--- src/rtl/seg7_scan_ctrl.sv ---
// Multiplexed 7-segment scan controller: one shared hex decoder, N common-cathode digits,
// double-buffered display word committed only at frame boundaries so a scan never tears.
module seg7_scan_ctrl #(
  parameter int N_DIGITS       = 4,
  parameter int REFRESH_CYCLES = 1000,
  parameter int BLANK_CYCLES   = 4
) (
  input  logic                  clk,
  input  logic                  rst_n,
  input  logic                  ena,
  input  logic                  load_valid,
  input  logic [4*N_DIGITS-1:0] load_data,
  output logic                  load_ready,
  input  logic [N_DIGITS-1:0]   blank_mask,
  output logic [3:0]            digit_nib,
  input  logic [6:0]            seg_in,
  output logic [6:0]            seg_out,
  output logic [N_DIGITS-1:0]   digit_sel,
  output logic                  frame_tick
);

  localparam int TMAX = (REFRESH_CYCLES > BLANK_CYCLES) ? REFRESH_CYCLES : BLANK_CYCLES;
  localparam int TW   = (TMAX > 1) ? $clog2(TMAX) : 1;
  localparam int IW   = $clog2(N_DIGITS);

  localparam logic [TW-1:0] SHOW_LAST  = TW'(REFRESH_CYCLES - 1);
  localparam logic [TW-1:0] BLANK_LAST = TW'(BLANK_CYCLES - 1);
  localparam logic [IW-1:0] IDX_LAST   = IW'(N_DIGITS - 1);

  typedef enum logic [1:0] {
    IDLE  = 2'd0,
    SHOW  = 2'd1,
    BLANK = 2'd2
  } state_t;

  state_t                state;
  logic [IW-1:0]         idx;
  logic [IW-1:0]         sel_idx;
  logic [TW-1:0]         tmr;
  logic [4*N_DIGITS-1:0] disp_reg;
  logic [4*N_DIGITS-1:0] pend_reg;
  logic                  pend_full;

  logic [3:0]            cur_nib;
  logic [N_DIGITS-1:0]   cur_sel;
  logic                  frame_end;
  logic                  boundary;

  always_comb begin
    cur_nib = '0;
    cur_sel = '0;
    for (int unsigned k = 0; k < N_DIGITS; k++) begin
      if (idx == IW'(k)) begin
        cur_nib    = disp_reg[4*k +: 4];
        cur_sel[k] = 1'b1;
      end
    end
    frame_end = (state == BLANK) && (idx == IDX_LAST) && (tmr == BLANK_LAST);
    boundary  = frame_end || (state == IDLE);
  end

  // sel_idx tracks the digit actually on the pads, so the mask lines up with digit_sel
  always_comb begin
    seg_out = '0;
    if ((digit_sel != '0) && !blank_mask[sel_idx])
      seg_out = seg_in;
  end

  assign load_ready = ~pend_full;

  always_ff @(posedge clk or negedge rst_n) begin
    if (!rst_n) begin
      state      <= IDLE;
      idx        <= '0;
      sel_idx    <= '0;
      tmr        <= '0;
      disp_reg   <= '0;
      pend_reg   <= '0;
      pend_full  <= 1'b0;
      digit_nib  <= '0;
      digit_sel  <= '0;
      frame_tick <= 1'b0;
    end else begin
      if (boundary && pend_full) begin
        disp_reg  <= pend_reg;
        pend_full <= 1'b0;
      end else if (load_valid && !pend_full) begin
        pend_reg  <= load_data;
        pend_full <= 1'b1;
      end

      frame_tick <= frame_end;
      if (state == SHOW) begin
        digit_sel <= cur_sel;
        digit_nib <= cur_nib;
        sel_idx   <= idx;
      end else begin
        digit_sel <= '0;
      end

      if (!ena) begin
        state <= IDLE;
        idx   <= '0;
        tmr   <= '0;
      end else begin
        case (state)
          IDLE: begin
            state <= SHOW;
            idx   <= '0;
            tmr   <= '0;
          end
          SHOW: begin
            if (tmr == SHOW_LAST) begin
              state <= BLANK;
              tmr   <= '0;
            end else begin
              tmr <= tmr + 1'b1;
            end
          end
          BLANK: begin
            if (tmr == BLANK_LAST) begin
              state <= SHOW;
              tmr   <= '0;
              idx   <= (idx == IDX_LAST) ? '0 : idx + 1'b1;
            end else begin
              tmr <= tmr + 1'b1;
            end
          end
          default: state <= IDLE;
        endcase
      end
    end
  end

endmodule

--- config.mk ---
export PLATFORM = sky130hd
export DESIGN_NAME = seg7_scan_ctrl
export DESIGN_NICKNAME = d
export VERILOG_FILES = /design/src/rtl/seg7_scan_ctrl.sv
export SDC_FILE = /design/constraint.sdc
export NUM_CORES = 1
export LEC_CHECK = 0
export ABC_CLOCK_PERIOD_IN_PS = 5000
export BUFFER_PORTS_ARGS = -buffer_cell sky130_fd_sc_hd__buf_2
export CAP_MARGIN = 15
export CORE_ASPECT_RATIO = 2
export CORE_MARGIN = 3
export CORE_UTILIZATION = 58
export DETAILED_ROUTE_END_ITERATION = 10
export HOLD_SLACK_MARGIN = 0.02
export PLACE_DENSITY = 0.84
export SLEW_MARGIN = 10
export SYNTH_ARGS = -nofsm -noshare
export SYNTH_HDL_FRONTEND = slang
export SYNTH_SLANG_ARGS = --single-unit
--- constraint.sdc ---
create_clock -name clk -period 5 [get_ports clk]
set_input_delay 0 -clock clk [delete_from_list [all_inputs] [get_ports clk]]
set_output_delay 0 -clock clk [all_outputs]
set_load 0.02 [all_outputs]
# [After elaboration in Yosys (flattened, before gate mapping)]
# Cells that the tools add are included.
[word_totals] output_inout_bits=17 elab_cells=67 ff_bits=58 input_bits=31
[classes] muxes=26 bitwise=2 n_addsub=2 reduce_logical=15 n_eq_ne=11 magnitude_cmp=1
[op_table] operator="$mux 10" count=3
[op_table] operator="$pmux 10 s3" count=1
[op_table] operator="$mux 4" count=5
[op_table] operator="$mux 2" count=6
[op_table] operator="$add 10x1->10 const B" count=1
[op_table] operator="$eq 10x10->1 const B" count=1
[op_table] operator="$eq 10x2->1 const B" count=1
[op_table] operator="$mux 1" count=7
[op_table] operator="$mux 7" count=1
[op_table] operator="$eq 2x2->1 const B" count=3
[op_table] operator="$ne 3x2->1 const B" count=2
[op_table] operator="$pmux 2 s3" count=1
[op_table] operator="$reduce_and 2->1" count=3
[op_table] operator="$logic_and 1x1->1" count=5
[op_table] operator="$eq 2x1->1 const B" count=2
[op_table] operator="$logic_not 2->1" count=2
[op_table] operator="$ne 4x1->1 const B" count=1
[op_table] operator="$pmux 2 s2" count=1
[op_table] operator="$reduce_bool 4->1" count=1
[op_table] operator="$lt 2x3->1 const B" count=1
[op_table] operator="$ne 3x1->1 const B" count=1
[op_table] operator="$add 2x1->2 const B" count=1
[op_table] operator="$bmux 1 s2" count=1
[op_table] operator="$logic_not 1->1" count=2
[op_table] operator="3 further kinds" count=4

# [Logic depth before layout (Yosys ltp)]
# Gate-level depths: netlist of the first run.
[depth] ltp_word=7 depth_mapped=7 mapped_depth_nobuf=6

# [Worst setup path after synthesis of the first run]
# Ideal clock, no wire load.
[synth_timing] kind="register -> register" startpoint="reg tmr[0]" endpoint="reg disp_reg[10]" t_arrival_ns=1.905 path_stages_with_launch=7 setup_slack_ns=2.970 required_ns=4.875 setup_time_ns=0.125 n_path_buf=1 period_less_slack_ns=2.030 path_cell_list="dfrtp_1 > ha_1 > nor3b_1 > nand4_2 > o31ai_4 > buf_6 > mux2_2"
[synth_between] elab_chain_len=4
[synth_lines] element="from (decl)" line_no="39" source="logic [TW-1:0] tmr;"
[synth_lines] element="from (signal assigned)" line_no="117" source="tmr <= tmr + 1'b1;"
[synth_lines] element="from (signal assigned)" line_no="126" source="tmr <= tmr + 1'b1;"
[synth_lines] element="$eq 10x2->1" line_no="58" source="frame_end = (state == BLANK) && (idx == IDX_LAST) && (tmr == BLANK_LAST);"
[synth_lines] element="$logic_and 1x1->1" line_no="58"
[synth_lines] element="$logic_or 1x1->1" line_no="59" source="boundary = frame_end || (state == IDLE);"
[synth_lines] element="$logic_and 1x1->1" line_no="84" source="if (boundary && pend_full) begin"
[synth_lines] element="to (signal assigned)" line_no="85" source="disp_reg <= pend_reg;"
[synth_lines] element="to (decl)" line_no="40" source="logic [4*N_DIGITS-1:0] disp_reg;"
# Every way passes these cells.
# A chain may end at the register's enable or synchronous reset.

# [Worst setup path after layout of the first run]
[layout_timing] startpoint="reg tmr[0]" endpoint="reg disp_reg[9]"
# Same word-level chain as after synthesis.

==> results of run 1 <==
-- synth_stat cells (2+ instances only) --
library cell               count
sky130_fd_sc_hd__dfrtp_1      58
sky130_fd_sc_hd__mux2_2       34
sky130_fd_sc_hd__nand2_1      27
sky130_fd_sc_hd__and2_1       12
sky130_fd_sc_hd__nor2_1       11
sky130_fd_sc_hd__inv_1         9
sky130_fd_sc_hd__o211ai_1      9
sky130_fd_sc_hd__o21ai_0       9
sky130_fd_sc_hd__ha_1          8
sky130_fd_sc_hd__clkbuf_1      6
sky130_fd_sc_hd__a31oi_1       5
sky130_fd_sc_hd__nand3_1       5
sky130_fd_sc_hd__nor4_1        5
sky130_fd_sc_hd__nand2b_1      4
sky130_fd_sc_hd__nor2b_1       4
sky130_fd_sc_hd__a21oi_1       3
sky130_fd_sc_hd__a221o_1       3
sky130_fd_sc_hd__o221ai_1      3
sky130_fd_sc_hd__o31a_1        3
sky130_fd_sc_hd__nor3b_1       2
sky130_fd_sc_hd__o21a_1        2
-- per-layer routing --
layer,GRT usage (%),vias up
li1,-,993
met1,29.20,1076
met2,45.53,76
met3,7.747,32
met4,14.78,0
met5,0,-
-- logic make-up (layout without fill, tap and decap cells) --
kind of cell	Yosys count	count (layout)	synth area share [%]
AND/OR/NAND/NOR	79	79	15.16
multiplexers	35	35	14.79
AO/OA/AOI/OAI	39	39	10.32
buffers and inverters	18	95	2.785
flip-flops	58	58	52.97
adder cells (fa/ha/maj)	8	8	3.653
XOR/XNOR	1	1	0.3197
-- through the flow --
step	setup WS, ns	hold slack, ns
6_report	2.506	0.3155
5_1_grt	2.291	0.3318
4_1_cts	2.547	0.3222
3_5_place_dp	2.609	0.1793
3_3_place_gp	2.685	0.1780
2_1_floorplan	2.970	-0.2956
-- layout make-up --
type	count	area, µm²
clock inverter	6	57.56
multi-input combinational	162	1212
clock buffer	10	127.6
inverter	9	33.78
tap	54	67.56
timing repair buffer	70	455.4
sequential	58	1451
fill	271	1061
-- critical path: cells and delay by family (launching register included) --
| family | cells | cell delay [ns] |
|---|---|---|
| AO/OA/AOI/OAI | 1 | 0.74 |
| adder cells (fa/ha/maj) | 1 | 0.24 |
| flip-flops | 1 | 0.40 |
| multiplexers | 1 | 0.44 |
| AND/OR/NAND/NOR | 2 | 0.55 |
-- power by group through the flow --
stage	logic [W]	registers (W)	clock network, W
finish	0.000411	0.000720	0.000409
detailed placement	0.000386	0.000718	0
CTS	0.000403	0.000713	0.000410
floorplan	0.000276	0.000711	0
global route	0.000439	0.000738	0.000433
global placement	0.000367	0.000710	0
-- final timing paths --
path / start / to / slack [ns] / cells past startpoint
min reg2reg: disp_reg[8] / disp_reg[8] / 0.50 / 1
max reg2reg: tmr[0] / disp_reg[9] / 2.51 / 5
min in group clk: seg_in[2] / seg_out[2] / 0.32 / 3
max: tmr[0] / disp_reg[9] / 2.51 / 5
max in group asynchronous: rst_n / digit_sel[2] / 4.20 / 3
min: rst_n / tmr[4] / 0.32 / 3
-- what timing repair did --
item                      CTS  global route
hold endpoints to repair   79             0
gates resized for setup     0             0
hold buffers               19             0
==> key figures, run 1 <==
Run status
  – Result of the run: completed

CTS
  – Number of buffers on the longest clock path: 2
  – Clock tree from TritonCTS: done
  – Total clock buffers created by CTS: 9
  – Depth of the CTS H-tree: 3
  – Post-CTS Setup Repair Bufs: 0
  – Clock tree root driver cell: sky130_fd_sc_hd__clkbuf_8
  – Clock-pin slew on the worst setup and hold paths: approximately 0.07 ns
  – Later-pin clock latency in the skew report: roughly 0.34 ns
  – # clock sinks: 58

Hold path
  – HP Class: input port to asynchronous set/reset pin

STA
  – Worst slew pin tran: between 0.8 and 0.9 ns
  – Slew margin rel.: between 40% and 50%
  – Period minus WS final: approximately 2.5 ns
  – Post-route clock period utilization: between 40% and 50%
  – Accumulated negative setup slack: 0 ns
  – Final number of hold-violating endpoints: 0
  – Final setup fails: 0
  – Unrepaired setup endpoints after global routing: no
  – Slew Viols, Final: 0
  – Achievable clock frequency: 401.0 MHz
  – Clock tree skew after final layout: approximately 0.010 ns

Power
  – Combinational group share of total power: a little over a quarter
  – Leakage: ~1.5 nW
  – Int Power: about 0.0011 W
  – IR drop worst, VDD: between 300 and 400 µV
  – Post-route total power: around 0.0015 W
  – Net load switching power: between 0.0004 and 0.0005 W
  – Power per cell area: around 450 nW/µm²
  – Net Sw Frac: a little under a third
  – Sequential power share: between 40% and 50%
  – Clk network pwr share: 26.5%

Yosys
  – Synthesized net count: between 200 and 300
  – Mapped Area: 2740 µm²
  – Synth warn: 0
  – Yosys reg bits: 58
  – Number of distinct library cells after synthesis: 37
  – Fraction of post-synthesis cell area in the top cell type by area: a little over half
  – Count of mapped cells out of synthesis: 238
  – Synthesized area divided by synthesized cell count: ~12 µm²
  – FFs w/ async S/R, synth: between 90% and 100%
  – Sequential element share of the synthesized area: a little over half
  – Top cells by area, synth: sky130_fd_sc_hd__dfrtp_1 (53%), sky130_fd_sc_hd__mux2_2 (14%), sky130_fd_sc_hd__nand2_1 (3.7%)
  – Library cell occupying the most area in the post-synthesis netlist: sky130_fd_sc_hd__dfrtp_1
  – Number of synthesized flops with an enable pin: 0
  – Primary FF master, synth: sky130_fd_sc_hd__dfrtp_1

Floorplanning
  – Area enclosed by the die boundary: approximately 5600 µm²
  – Initial Utilization: about three fifths
  – Width of the chip: approximately 55 µm
  – Standard-cell row count: 34
  – Placeable Area: between 4000 and 5000 µm²
  – Number of primary I/O pins: 48
  – DIE HEIGHT: around 100 µm

Layout
  – Final Util: about 76%
  – Non-filler instance count after layout: about 370
  – Total inserted antenna cells: 0
  – Final Cell Area: 3406 µm²
  – Number of nets at the end of the flow: around 350
  – Share of final-layout standard cells stronger than drive strength 1: roughly 33%
  – Commonest non-fill, non-tap cell in the layout: sky130_fd_sc_hd__dfrtp_1
  – P&R area growth vs syn: 24.29%
  – Most frequent cells in the layout: sky130_fd_sc_hd__dfrtp_1 (58), sky130_fd_sc_hd__buf_2 (47), sky130_fd_sc_hd__mux2_2 (34), sky130_fd_sc_hd__nand2_1 (27), sky130_fd_sc_hd__dlygate4sd3_1 (19)

Global route
  – GRT Util Overall: a little over a quarter
  – Largest net degree at the start of global routing: 59
  – Vias in the first global route: 2288
  – First-pass GRT wire length: approximately 11000 µm
  – Antenna violations before repair: 0
  – Overflow left after global routing: 0

Worst setup path
  – Startpoint types: flop
  – Critical path's largest stage delay: around 0.74 ns
  – Classification of the worst setup path: flop to flop
  – Required time worst endpoint: around 5.2 ns
  – Category of the worst setup path capture point: flop
  – Critical Path Fanout Max: 17
  – Cell-by-cell listing of the critical path: ha_1, nor3b_1, nand4_2, o31ai_4, mux2_2
  – Library cell contributing the largest single delay on the critical path: sky130_fd_sc_hd__o31ai_4
  – Arrival time at the worst endpoint: 2.71 ns

Drt
  – Via-to-Cell Ratio: roughly 6
  – Remaining routing DRC violations: 0
  – Starting DRC count in detailed routing: 70
  – Routed metal-1 wire length: approximately 2200 µm
  – Detailed-route wire length: about 6500 µm
  – Topmost layer with routed signal wires: met4
  – Antenna viol nets, final: 0
  – Routed via count: roughly 2200
  – Detailed-routing iteration count for the pre-antenna-repair pass: 5
  – Met3 wire length: ~300 µm
  – Wire length per cell: 17.74 µm
  – Routed length on met2: roughly 3800 µm

Placed design
  – Cell Count Post-Placement: 334
  – Detailed placement HPWL: approximately 4300 µm
  – Total placed instance area: 3030 µm²
  – Gp weighted congestion: between 0.7 and 0.8
  – Number of port buffers: between 40 and 50

Run
  – Max-capacitance violation count: 0
No activity file was read; power rests on OpenSTA's default activity.
==> run 2: changes to the inputs <==
--- a/config.mk
+++ b/config.mk
@@ -5,15 +5,15 @@
 export SDC_FILE = /design/constraint.sdc
 export NUM_CORES = 1
 export LEC_CHECK = 0
-export ABC_CLOCK_PERIOD_IN_PS = 5000
+export ABC_CLOCK_PERIOD_IN_PS = 2600
 export BUFFER_PORTS_ARGS = -buffer_cell sky130_fd_sc_hd__buf_2
 export CAP_MARGIN = 15
 export CORE_ASPECT_RATIO = 2
 export CORE_MARGIN = 3
-export CORE_UTILIZATION = 58
+export CORE_UTILIZATION = 55
 export DETAILED_ROUTE_END_ITERATION = 10
 export HOLD_SLACK_MARGIN = 0.02
-export PLACE_DENSITY = 0.84
+export PLACE_DENSITY = 0.81
 export SLEW_MARGIN = 10
 export SYNTH_ARGS = -nofsm -noshare
 export SYNTH_HDL_FRONTEND = slang
==> constraint.sdc (replaced) <==
create_clock -name clk -period 2.6 [get_ports clk]
set_input_delay 0 -clock clk [delete_from_list [all_inputs] [get_ports clk]]
set_output_delay 0 -clock clk [all_outputs]
set_load 0.02 [all_outputs]
==> run 2 against run 1 <==
Setup slack got worse by 2.0 ns; final cell count rose by 0.81%; core utilization decreased by 3.3 points; critical path depth increased by 1; clock power up 100%; die area is 5.0% higher; maximum frequency is 17% higher; sequential cell count unchanged; first-iteration DRC count increased by 10%; routed wire length down 11%; sequential power up 90%; register-to-register slack worse by 2.0 ns; critical path type unchanged.
==> key figures, run 2 (same netlist as run 1, synthesis figures left out) <==
CTS
  – Total clock buffers created by CTS: 9
  – # clock sinks: 58
  – Clock-pin slew on the worst setup and hold paths: roughly 0.070 ns
  – Post-CTS Hold Buffers: 19
  – Post-cts resize count: 0
  – Depth of the CTS H-tree: 3
  – Clock tree root driver cell: sky130_fd_sc_hd__clkbuf_8
  – Post-CTS Setup Repair Bufs: 0
  – Clock tree from TritonCTS: done
  – Number of buffers on the longest clock path: 2
  – Later-pin clock latency in the skew report: approximately 0.33 ns

Drt
  – Detailed-route wire length: 5800 µm
  – Via-to-Cell Ratio: approximately 5.6
  – Starting DRC count in detailed routing: slightly below 80
  – Topmost layer with routed signal wires: met4
  – Antenna viol nets, final: 0
  – Remaining routing DRC violations: 0
  – Met3 wire length: 181 µm
  – Routed length on met2: 3318 µm
  – Wire length per cell: ~16 µm
  – Routed metal-1 wire length: 2150 µm
  – Detailed-routing iteration count for the pre-antenna-repair pass: 4
  – Routed via count: approximately 2100

Floorplanning
  – Width of the chip: between 50 and 60 µm
  – Number of primary I/O pins: 48
  – Area enclosed by the die boundary: about 5900 µm²
  – DIE HEIGHT: 105.8 µm
  – Standard-cell row count: 35
  – Initial Utilization: around 58%
  – Placeable Area: between 4000 and 5000 µm²

Worst setup path
  – Classification of the worst setup path: flop to flop
  – Cell-by-cell listing of the critical path: ha_1, nor3b_1, a31oi_1, buf_4, or4_1, a21oi_1
  – Depth of the worst register-to-register path: 6
  – CP Launch Point: tmr[0]
  – Startpoint types: flop
  – R2r setup slk: approximately 0.47 ns
  – Reg2reg end: state[1]
  – Critical path's largest stage delay: 0.51 ns
  – Arrival time at the worst endpoint: approximately 2.4 ns
  – Library cell contributing the largest single delay on the critical path: sky130_fd_sc_hd__or4_1
  – R2r startpoint: tmr[0]
  – Endpoint of the worst setup timing path: state[1]
  – Required time worst endpoint: 2.85 ns
  – Critical Path Fanout Max: 9
  – Category of the worst setup path capture point: flop

Layout
  – Area occupied by multi-input gates: around 1200 µm²
  – Total inserted antenna cells: 0
  – Flip-flop and latch area: 1451 µm²
  – Commonest non-fill, non-tap cell in the layout: sky130_fd_sc_hd__dfrtp_1
  – P&R area growth vs syn: 25.84%
  – Most frequent cells in the layout: sky130_fd_sc_hd__dfrtp_1 (58), sky130_fd_sc_hd__buf_2 (47), sky130_fd_sc_hd__mux2_2 (34), sky130_fd_sc_hd__nand2_1 (27), sky130_fd_sc_hd__dlygate4sd3_1 (19)
  – Fill cell total of the finished layout: around 350
  – Share of final-layout standard cells stronger than drive strength 1: 33.75%
  – Number of nets at the end of the flow: 352

STA
  – Final number of hold-violating endpoints: 0
  – Unrepaired setup endpoints after global routing: no
  – Worst slew pin tran: around 0.47 ns
  – Post-route clock period utilization: roughly four fifths
  – Achievable clock frequency: between 400 and 500 MHz
  – Final setup fails: 0
  – Slew Viols, Final: 0
  – Accumulated negative setup slack: 0 ns
  – Period minus WS final: ~2.1 ns
  – Clock tree skew after final layout: 0.008187 ns
  – Worst path setup slack after routing: roughly 0.47 ns
  – Slew margin rel.: between 60% and 70%

Hold path
  – HP Class: input port to asynchronous set/reset pin

Power
  – Sequential power share: a little under half
  – Net Sw Frac: approximately 28%
  – Net load switching power: between 0.0008 and 0.0009 W
  – Post-route total power: roughly 0.0030 W
  – Combinational group share of total power: 25.6%
  – Power per cell area: approximately 860 nW/µm²
  – Clk network pwr share: 28.2%
  – Leakage: approximately 1.5 nW
  – Int Power: approximately 0.0022 W
  – IR drop worst, VDD: 685.6 µV

Placed design
  – Gp weighted congestion: between 0.9 and 1
  – Number of port buffers: 47
  – Detailed placement HPWL: about 4200 µm
  – Worst slack after detailed placement: 0.4841 ns

Global route
  – GRT Util Overall: approximately 22%
  – Largest net degree at the start of global routing: 29
  – Antenna violations before repair: 0
  – First-pass GRT wire length: around 10000 µm
  – Vias in the first global route: about 2200
  – Overflow left after global routing: 0

Run status
  – Result of the run: completed

Run
  – Max-capacitance violation count: 0
-- run 2: changes by cell type in the layout (fill, tap and decap cells not counted) --
cell / previous run / this run
sky130_fd_sc_hd__clkbuf_8: 9 / 12
sky130_fd_sc_hd__clkinv_2: 4 / 1
sky130_fd_sc_hd__clkinvlp_4: 1 / 0
sky130_fd_sc_hd__buf_4: 4 / 7
-- run 2: critical path: cells and delay by family, from the launching register on --
| family | cells | cell delay, ns |
|---|---|---|
| adders and majority gates | 1 | 0.23 |
| AOI/OAI and AO/OA | 2 | 0.41 |
| DFF | 1 | 0.38 |
| and+or+nand+nor | 2 | 0.81 |
| buffers and inverters | 1 | 0.23 |
-- run 2: metrics by stage --
| stage | instances | hold slack (ns) | util, % | cell area [µm²] |
|---|---|---|---|---|
| 6_report | 372 | 0.08407 | 72.91 | 3448 |
| 5_1_grt | 372 | 0.1199 | 72.91 | 3448 |
| 2_1_floorplan | 238 | -0.2956 | - | 2740 |
| 4_1_cts | 372 | 0.07913 | 72.91 | 3448 |
| 3_5_place_dp | 338 | -0.09294 | 64.58 | 3054 |
| 3_3_place_gp | 338 | -0.1016 | 64.58 | 3054 |
-- run 2: power by group through the flow --
stage,Sequential (W),Clock (W),Combinational [W]
global route,0.00141,0.000887,0.000827
detailed placement,0.00138,0,0.000741
global placement,0.00137,0,0.000714
finish,0.00137,0.000838,0.000760
CTS,0.00137,0.000858,0.000772
floorplan,0.00137,0,0.000531
-- run 2: layout make-up --
cell class,instances,share of cell area (%)
inverter,9,0.9797
clock inverter,2,1.016
sequential,58,42.09
clock buffer,13,4.898
multi-input combinational,162,35.16
tap,55,1.996
timing repair buffer,73,13.86
-- run 2: how the worst min path moves through the flow --
stage,to,slack (ns),cells past startpoint
2_1_floorplan,digit_nib[0],-0.30,0
3_3_place_gp,tmr[4],-0.10,1
3_5_place_dp,tmr[8],-0.09,1
4_1_cts,tmr[8],0.08,2
5_1_grt,tmr[3],0.12,2
6_report,tmr[3],0.08,2
-- run 2: layer usage --
layer	track usage (%)	up-vias
li1	-	1010
met1	23.44	1014
met2	40.42	52
met3	4.289	12
met4	10.53	0
met5	0	-
==> run 3: changes to the inputs <==
--- a/config.mk
+++ b/config.mk
@@ -5,15 +5,15 @@
 export SDC_FILE = /design/constraint.sdc
 export NUM_CORES = 1
 export LEC_CHECK = 0
-export ABC_CLOCK_PERIOD_IN_PS = 2600
+export ABC_CLOCK_PERIOD_IN_PS = 1900
 export BUFFER_PORTS_ARGS = -buffer_cell sky130_fd_sc_hd__buf_2
 export CAP_MARGIN = 15
 export CORE_ASPECT_RATIO = 2
 export CORE_MARGIN = 3
-export CORE_UTILIZATION = 55
+export CORE_UTILIZATION = 50
 export DETAILED_ROUTE_END_ITERATION = 10
 export HOLD_SLACK_MARGIN = 0.02
-export PLACE_DENSITY = 0.81
+export PLACE_DENSITY = 0.77
 export SLEW_MARGIN = 10
 export SYNTH_ARGS = -nofsm -noshare
 export SYNTH_HDL_FRONTEND = slang
==> constraint.sdc (replaced) <==
create_clock -name clk -period 1.9 [get_ports clk]
set_input_delay 0 -clock clk [delete_from_list [all_inputs] [get_ports clk]]
set_output_delay 0 -clock clk [all_outputs]
set_load 0.02 [all_outputs]
==> run 3 against run 2 <==
The run now ends with setup timing left; final area grew 9.0%; register-to-register slack lost 0.49 ns; clock-buffer cell count shrank 2; critical path depth grew 1; non-clock buffer count grew 21; combinational power grew 82%; global-route usage grew 0.89 points; clock power grew 37%; hold slack gained 0.098 ns; sequential share of layout area shrank 3.5 points; first-iteration DRC count grew 14%; sequential cell count is the same.
==> key figures, run 3 (same netlist as run 1, synthesis figures left out) <==
Worst setup path
  – Cell-by-cell listing of the critical path: ha_4, nor3b_4, nand4_2, o31ai_4, buf_6, buf_12, mux2_4
  – Required time worst endpoint: around 2.1 ns
  – R2r startpoint: tmr[1]
  – Classification of the worst setup path: flop to flop
  – Arrival time at the worst endpoint: about 2.2 ns
  – Library cell contributing the largest single delay on the critical path: sky130_fd_sc_hd__dfrtp_1
  – Category of the worst setup path capture point: flop
  – Startpoint types: flop
  – CP Launch Point: tmr[1]
  – Critical Path Fanout Max: 9
  – Critical path's largest stage delay: roughly 0.42 ns

CTS
  – Clock tree from TritonCTS: done
  – Number of buffers on the longest clock path: 2
  – Later-pin clock latency in the skew report: roughly 0.34 ns
  – Depth of the CTS H-tree: 3
  – Clock tree root driver cell: sky130_fd_sc_hd__clkbuf_8
  – Clock-pin slew on the worst setup and hold paths: about 0.060 ns
  – Total clock buffers created by CTS: 9
  – # clock sinks: a little under 60

Power
  – Clk network pwr share: between 20% and 30%
  – Power per cell area: roughly 1200 nW/µm²
  – Net Sw Frac: between 20 and 30%
  – Net load switching power: 0.001302 W
  – Leakage: between 1.5 and 2 nW
  – Int Power: 0.003144 W
  – Combinational group share of total power: a little under a third
  – IR drop worst, VDD: around 1200 µV
  – Sequential power share: 43.0%

Drt
  – Routed via count: about 2300
  – Wire length per cell: ~18 µm
  – Starting DRC count in detailed routing: 88
  – Detailed-route wire length: between 6000 and 7000 µm
  – Via-to-Cell Ratio: just under 6
  – Detailed-routing iteration count for the pre-antenna-repair pass: 5
  – Remaining routing DRC violations: 0
  – Antenna viol nets, final: 0

STA
  – Worst slew pin tran: 0.5699 ns
  – Achievable clock frequency: 520.3 MHz
  – Period minus WS final: about 1.9 ns
  – Unrepaired setup endpoints after global routing: yes
  – Post-route clock period utilization: 101.2%
  – Slew margin rel.: 62.00%
  – Clock tree skew after final layout: between 0.009 and 0.01 ns
  – WHS: 0.1825 ns
  – Final setup fails: 15
  – Final number of hold-violating endpoints: 0
  – Worst path setup slack after routing: -0.02195 ns
  – Accumulated negative setup slack: -0.1757 ns
  – Slew Viols, Final: 0

Placed design
  – Total placed instance area: between 3000 and 4000 µm²
  – Number of port buffers: 47
  – Gp weighted congestion: between 0.8 and 0.9
  – Detailed placement HPWL: approximately 4500 µm
  – Cell Count Post-Placement: approximately 360

Floorplanning
  – Standard-cell row count: 37
  – DIE HEIGHT: around 110 µm
  – Width of the chip: about 60 µm
  – Placeable Area: roughly 5200 µm²
  – Area enclosed by the die boundary: 6458 µm²
  – Initial Utilization: approximately 52%
  – Number of primary I/O pins: between 40 and 50

Layout
  – Commonest non-fill, non-tap cell in the layout: sky130_fd_sc_hd__dfrtp_1
  – Share of final-layout standard cells stronger than drive strength 1: 39.53%
  – P&R area growth vs syn: 37.12%
  – Most frequent cells in the layout: sky130_fd_sc_hd__dfrtp_1 (58), sky130_fd_sc_hd__buf_2 (47), sky130_fd_sc_hd__nand2_1 (27), sky130_fd_sc_hd__buf_4 (24), sky130_fd_sc_hd__dlygate4sd3_1 (19)
  – Total inserted antenna cells: 0
  – Non-filler instance count after layout: a little under 400
  – Number of nets at the end of the flow: between 300 and 400
  – Final Cell Area: 3757 µm²

Global route
  – Antenna violations before repair: 0
  – First-pass GRT wire length: 10980 µm
  – Overflow left after global routing: 0
  – GRT Util Overall: a little under a quarter
  – Vias in the first global route: 2429
  – Largest net degree at the start of global routing: 37

Hold path
  – HP Class: input port to asynchronous set/reset pin

Run status
  – Result of the run: complete, but fails checks
  – Violated checks: setup timing

Run
  – Max-capacitance violation count: 0
[run 3: cell types whose count changed in the layout (fill, tap and decap cells not counted), moves of 2 or more]
cell,delta
sky130_fd_sc_hd__buf_12,+2
sky130_fd_sc_hd__buf_4,+17
sky130_fd_sc_hd__clkinv_2,+2
sky130_fd_sc_hd__mux2_2,-16
sky130_fd_sc_hd__mux2_4,+16
[run 3: stage by stage]
stage	utilization, %	worst slack [ns]	power [W]
2_1_floorplan	-	-0.09505	0.002598
3_3_place_gp	61.32	-0.003727	0.002901
3_5_place_dp	61.32	-0.07595	0.002958
4_1_cts	70.08	0.01206	0.004241
5_1_grt	71.82	-0.09100	0.004649
6_report	71.82	-0.02195	0.004446
[run 3: per-layer routing]
layer / vias up / wire length, µm / track usage, %
met5: - / 0 / 0
met4: 0 / 347 / 16.25
met3: 30 / 238 / 5.128
met2: 71 / 3999 / 40.78
met1: 1149 / 2404 / 21.46
li1: 1044 / - / -
[run 3: what timing repair did]
| action | 4_1_cts | 5_1_grt |
|---|---|---|
| gates cloned | 1 | 0 |
| endpoints found under the setup margin | 20 | 36 |
| hold buffers | 19 | 0 |
| buffers inserted | 2 | 2 |
| resized for setup | 5 | 19 |
| pin swaps | 1 | 6 |
| hold endpoints to repair | 43 | 0 |
[run 3: power by group through the flow]
| stage | logic [W] | registers (W) | clock network, W |
|---|---|---|---|
| 2_1_floorplan | 0.000727 | 0.00187 | 0 |
| 3_3_place_gp | 0.00103 | 0.00187 | 0 |
| 3_5_place_dp | 0.00107 | 0.00189 | 0 |
| 4_1_cts | 0.00119 | 0.00187 | 0.00118 |
| 5_1_grt | 0.00147 | 0.00196 | 0.00123 |
| 6_report | 0.00138 | 0.00191 | 0.00115 |
[run 3: layout make-up]
class	instances	area, µm²
clock buffer	11	151.4
clock inverter	5	52.55
fill	359	1474
inverter	9	33.78
multi-input combinational	162	1311
sequential	58	1451
tap	58	72.57
timing repair buffer	94	684.4
[run 3: path summary, 6_finish.rpt]
| kind | endpoint | slack [ns] | cells past startpoint |
|---|---|---|---|
| min | tmr[3] | 0.18 | 2 |
| max in group asynchronous | pend_reg[4] | 1.13 | 3 |
| min in group clk | seg_out[2] | 0.32 | 3 |
| max | disp_reg[9] | -0.02 | 7 |
| max reg2reg | disp_reg[9] | -0.02 | 7 |
| min reg2reg | disp_reg[5] | 0.51 | 1 |
[run 3: critical path, delay by kind of cell, from the launching register on]
| family | cells | cell delay, ns |
|---|---|---|
| AO/OA/AOI/OAI | 1 | 0.22 |
| adder cells (fa/ha/maj) | 1 | 0.17 |
| buffers and inverters | 2 | 0.30 |
| flip-flops | 1 | 0.42 |
| multiplexers | 1 | 0.31 |
| AND/OR/NAND/NOR | 2 | 0.38 |
